$ cat src/rtl/bus_pkg.sv
// Shared constants for the system-bus arbiter: requester slot map, default sizing, FSM encoding.
package bus_pkg;
   localparam int   NREQ       = 8;
   localparam int   IDXW       = 3;

   localparam int   BUS_ICACHE = 0;
   localparam int   BUS_DCACHE = 1;
   localparam int   BUS_DMA    = 2;

   localparam logic ST_IDLE    = 1'b0;
   localparam logic ST_OWNED   = 1'b1;
endpackage

$ cat src/rtl/rr_pick.sv
// Round-robin priority encoder: first set request strictly after 'last', wrapping modulo NREQ.
// Purely combinational; any=0 (winner meaningless) when nothing is requested.
module rr_pick #(
   parameter int NREQ = bus_pkg::NREQ,
   parameter int IDXW = bus_pkg::IDXW
) (
   input  logic [NREQ-1:0] req,
   input  logic [IDXW-1:0] last,
   output logic            any,
   output logic [IDXW-1:0] winner
);
   logic [IDXW-1:0]   w_start;
   logic [2*NREQ-1:0] w_dbl;
   logic [NREQ-1:0]   w_rot;
   logic [IDXW-1:0]   w_pos;
   logic [IDXW:0]     w_sum;

   always_comb begin
      w_start = (last == IDXW'(NREQ-1)) ? '0 : last + 1'b1;
      // rotate so bit 0 of w_rot is the highest-priority slot
      w_dbl   = {req, req} >> w_start;
      w_rot   = w_dbl[NREQ-1:0];
      w_pos   = '0;
      for (int i = NREQ-1; i >= 0; i--) begin
         if (w_rot[i]) w_pos = IDXW'(i);
      end
      w_sum   = {1'b0, w_pos} + {1'b0, w_start};
      if (w_sum >= (IDXW+1)'(NREQ)) w_sum = w_sum - (IDXW+1)'(NREQ);
      winner  = w_sum[IDXW-1:0];
      any     = |req;
   end
endmodule

$ cat src/rtl/bus_arbiter_rr.sv
// Round-robin system-bus arbiter: registered one-hot grant, held until the owner drops its request.
// Grant one cycle after request; one dead cycle between grants; optional preemption after MAX_BEATS beats.
module bus_arbiter_rr #(
   parameter int NREQ      = bus_pkg::NREQ,
   parameter int IDXW      = bus_pkg::IDXW,
   parameter int MAX_BEATS = 0
) (
   input  logic            clk,
   input  logic            Nrst,
   input  logic [NREQ-1:0] bus_req,
   input  logic            bus_ready,
   output logic [NREQ-1:0] bus_ack,
   output logic [IDXW-1:0] bus_owner,
   output logic            bus_busy
);
   import bus_pkg::*;

   localparam logic [15:0] BEAT_SAT = (MAX_BEATS == 0) ? 16'hFFFF : 16'(MAX_BEATS);

   logic            r_state;
   logic            w_state_nxt;
   logic [NREQ-1:0] r_ack;
   logic [NREQ-1:0] w_ack_nxt;
   logic [IDXW-1:0] r_owner;
   logic [IDXW-1:0] w_owner_nxt;
   logic [IDXW-1:0] r_last;
   logic [IDXW-1:0] w_last_nxt;
   logic            r_busy;
   logic            w_busy_nxt;
   logic [15:0]     r_beats;
   logic [15:0]     w_beats_nxt;

   logic            w_any;
   logic [IDXW-1:0] w_winner;
   logic            w_others;
   logic            w_release;
   logic            w_preempt;

   rr_pick #(
      .NREQ (NREQ),
      .IDXW (IDXW)
   ) u_pick (
      .req    (bus_req),
      .last   (r_last),
      .any    (w_any),
      .winner (w_winner)
   );

   assign w_others  = |(bus_req & ~r_ack);
   assign w_release = ~bus_req[r_owner];
   assign w_preempt = (MAX_BEATS != 0) && (r_beats == BEAT_SAT) && w_others;

   always_comb begin
      w_state_nxt = r_state;
      case (r_state)
         ST_IDLE:  if (w_any) w_state_nxt = ST_OWNED;
         ST_OWNED: if (w_release || w_preempt) w_state_nxt = ST_IDLE;
      endcase
   end

   // Release and preemption both return to IDLE; arbitration waits for the next edge (dead cycle).
   always_comb begin
      w_ack_nxt   = r_ack;
      w_busy_nxt  = r_busy;
      w_owner_nxt = r_owner;
      w_last_nxt  = r_last;
      w_beats_nxt = r_beats;
      if (r_state == ST_IDLE) begin
         if (w_any) begin
            w_ack_nxt   = {{(NREQ-1){1'b0}}, 1'b1} << w_winner;
            w_owner_nxt = w_winner;
            w_busy_nxt  = 1'b1;
            w_beats_nxt = '0;
         end
      end else if (w_release || w_preempt) begin
         w_ack_nxt  = '0;
         w_busy_nxt = 1'b0;
         w_last_nxt = r_owner;
      end else if (bus_ready && (r_beats != BEAT_SAT)) begin
         w_beats_nxt = r_beats + 16'd1;
      end
   end

   always_ff @(posedge clk or negedge Nrst) begin
      if (!Nrst) begin
         r_state <= ST_IDLE;
         r_ack   <= '0;
         r_busy  <= 1'b0;
         r_owner <= '0;
         r_last  <= IDXW'(NREQ-1);
         r_beats <= '0;
      end else begin
         r_state <= w_state_nxt;
         r_ack   <= w_ack_nxt;
         r_busy  <= w_busy_nxt;
         r_owner <= w_owner_nxt;
         r_last  <= w_last_nxt;
         r_beats <= w_beats_nxt;
      end
   end

   assign bus_ack   = r_ack;
   assign bus_owner = r_owner;
   assign bus_busy  = r_busy;

   a_ack_onehot0: assert property (@(posedge clk) disable iff (!Nrst) $onehot0(r_ack));
endmodule

$ cat config.mk
export PLATFORM = sky130hd
export DESIGN_NAME = bus_arbiter_rr
export DESIGN_NICKNAME = d
export VERILOG_FILES = /design/src/rtl/bus_pkg.sv /design/src/rtl/rr_pick.sv /design/src/rtl/bus_arbiter_rr.sv
export SDC_FILE = /design/constraint.sdc
export NUM_CORES = 1
export LEC_CHECK = 0
export CAP_MARGIN = 20
export CORE_UTILIZATION = 35
export DETAILED_ROUTE_END_ITERATION = 12
export RECOVER_POWER = 50
export SLEW_MARGIN = 20
export SYNTH_ARGS = -nofsm -noshare
export SYNTH_HDL_FRONTEND = slang
export SYNTH_HIERARCHICAL = 1
export SYNTH_SLANG_ARGS = --single-unit
export TNS_END_PERCENT = 10
$ cat constraint.sdc
create_clock -name clk -period 6 [get_ports clk]
set_clock_uncertainty 0.2 [all_clocks]
set_input_delay 1.2 -clock clk [delete_from_list [all_inputs] [get_ports clk]]
set_output_delay 1.2 -clock clk [all_outputs]
set_load 0.02 [all_outputs]
==> results.json <==
{
  "cts.clk_slew.worst_paths_ns": 0.09,
  "synth_seq_cells": 16,
  "ys.flop_type": "dfrtp_1",
  "async_flop_share_pct": 100,
  "dr.first_iter.drc_count": 109,
  "antenna_found_initial": 0,
  "layout_worst_path_cycle_share_pct": 76.1,
  "outcome": "complete, no violations",
  "min_path_type": "flop to flop",
  "fmax_mhz": 219,
  "synth-edff-count": 0,
  "grt_max_degree": 17,
  "die-area_um2": 3790,
  "crit_chain": "dlygate4sd3_1 > mux4_1 > mux2i_1 > o21ai_1 > nand2_1 > a31oi_1 > ha_1 > fa_1 > xor2_1 > xnor2_1 > nand2_1 > nor3_1 > a31o_1",
  "cp_top_family": "multiplexers",
  "required_ns": 6.04,
  "synth_cell_types": 38,
  "dieHeight_um": 61.6,
  "cp-end-kind": "flop",
  "first_global_vias": 993,
  "cpMaxStageDelayCell": "dlygate4sd3_1",
  "grt_first_pass_wirelength_mm": 4.75,
  "max_stage_delay_ns": 0.63,
  "syn_area_um2": 1240,
  "cts_max_level": 1,
  "final_antenna_net_count": 0,
  "die_x_um": 61.6,
  "drt_wl_total_mm": 2.88,
  "fin_setup_tns_ns": 0,
  "first_pass_iters": 4,
  "area_growth_pct": 22.0,
  "cts_max_path_buffers": 2,
  "relSlewSlack_pct": 53.0,
  "drc": 0,
  "dp_hpwl_mm": 2.11,
  "worstMarginPinSlew_ns": 0.703,
  "insertion_delay_ns": 0.29,
  "post_cts_resized": 0,
  "syn_inst": 108,
  "critPathMaxFanout": 6,
  "rows": 21,
  "maxSlewViolCount": 0,
  "n_antenna_cell": 0,
  "rsz0062_at_grt": "false",
  "cts_made_buffers": 3,
  "cp_common_cell": "nand2_1",
  "grt_overflow": 0,
  "nets": 145,
  "postCtsSetupBuffers": 0,
  "initial_core_util_pct": 36.9,
  "cts.root.buffer_cell": "clkbuf_4",
  "worstPathArrival_ns": 4.60,
  "syn-num-nets": 123,
  "port_buffers": 21,
  "postSynthAreaPerCell_um2": 11.5,
  "maxCapViolCount": 0,
  "cts_tree": "yes",
  "wl_per_cell_um": 16.5,
  "routed_via_density": 5.69,
  "ys.warnings.count": 6,
  "finalSetupViolations": 0,
  "globalplace.congestion": 0.792,
  "path_class": "primary input to flop",
  "vias": 995,
  "fin_crit_ns": 4.57,
  "fill_cells": 349,
  "seq_area_frac_synth_pct": 32.6,
  "numClockSinks": 16,
  "ctsHoldBuffers": 0,
  "path_buf_inv": 1,
  "grt_usage_pct": 17.2,
  "core_area_um2": 3360,
  "pin_count": 23,
  "crit_path_start_kind": "primary input",
  "hold_viol_final": 0,
  "layout-drive-gt1-share_pct": 11.6
}
cells by family after synthesis:
| kind of cell | after synthesis | synth area share (%) |
|---|---|---|
| XOR/XNOR | 2 | 1.41 |
| buffers and inverters | 7 | 3.83 |
| AO/OA/AOI/OAI | 17 | 11.0 |
| flip-flops | 16 | 32.6 |
| adder cells (fa/ha/maj) | 4 | 4.64 |
| AND/OR/NAND/NOR | 36 | 14.7 |
| multiplexers | 26 | 31.9 |
placed cells by master, fill, tap and decap left out, types with 4 or more instances in the layout:
cell type	n
dfrtp_1	13
mux4_2	4
nand2_1	15
mux2i_1	14
mux4_1	5
a31o_1	5
nor2_1	5
dlygate4sd3_1	7
clkdlybuf4s50_1	14
synth_stat cells (2+ instances only):
cell,instances,area [um^2]
a21o_1,2,15.0
a31o_1,5,43.8
a31oi_1,2,12.5
a32o_1,3,30.0
and3_1,2,12.5
buf_6,2,22.5
dfrtp_1,13,325
dfstp_2,3,78.8
ha_1,3,37.5
mux2_1,2,22.5
mux2i_1,14,140
mux4_1,5,131
mux4_2,4,90.1
nand2_1,15,56.3
nand2b_1,2,12.5
nor2_1,5,18.8
nor2b_1,3,18.8
nor3_1,2,10.0
nor4_1,2,12.5
sequential cells by signal (all words and copies together), names as in the netlist:
name       flops
r_last         3
bus_busy       1
bus_owner      3
r_state        1
bus_ack        8
layer usage:
metal  vias up  GRT usage, %  share of wire [%]
met5         -             0                  0
met4         0          6.67                1.3
met3         5          1.47                3.3
met2        23          28.4                 49
met1       506          23.4                 46
li1        461             -                  -
final cells by class:
class / count / area [um^2] / area share, %
multi-input combinational: 85 / 790 / 52.1
sequential: 16 / 404 / 26.7
tap: 46 / 57.6 / 3.80
clock buffer: 4 / 36.3 / 2.40
inverter: 3 / 16.3 / 1.07
timing repair buffer: 21 / 210 / 13.9
path summary, 6_finish.rpt:
kind,slack (ns),from,depth (start not counted),to
setup / recovery,1.43,bus_req[3],13,bus_ack[4]$_DFFE_PN0P_
hold / removal,0.28,bus_busy$_DFFE_PN0P_,1,bus_busy$_DFFE_PN0P_
setup reg to reg,1.60,r_last[0]$_DFFE_PN1P_,15,bus_ack[4]$_DFFE_PN0P_
hold reg to reg,0.28,bus_busy$_DFFE_PN0P_,1,bus_busy$_DFFE_PN0P_
max in group asynchronous,3.96,Nrst,1,bus_owner[0]$_DFFE_PN0P_
min in group asynchronous,1.19,Nrst,1,bus_busy$_DFFE_PN0P_
metrics by stage:
step | std cells | setup WS, ns | area (um^2) | util, % | hold WS (ns)
after floorplan | 108 | 2.24 | 1240 | - | 0.298
after global routing | 175 | 1.22 | 1510 | 45.0 | 0.317
after detailed placement | 171 | 1.25 | 1480 | 43.9 | 0.274
final | 175 | 1.43 | 1510 | 45.0 | 0.284
after CTS | 175 | 1.53 | 1510 | 45.0 | 0.297
after global placement | 171 | 1.41 | 1480 | 43.9 | 0.265
Power is left out: the tool's default activity adds up to more than one toggle a clock period on the data nets, which glitch-free logic cannot reach.
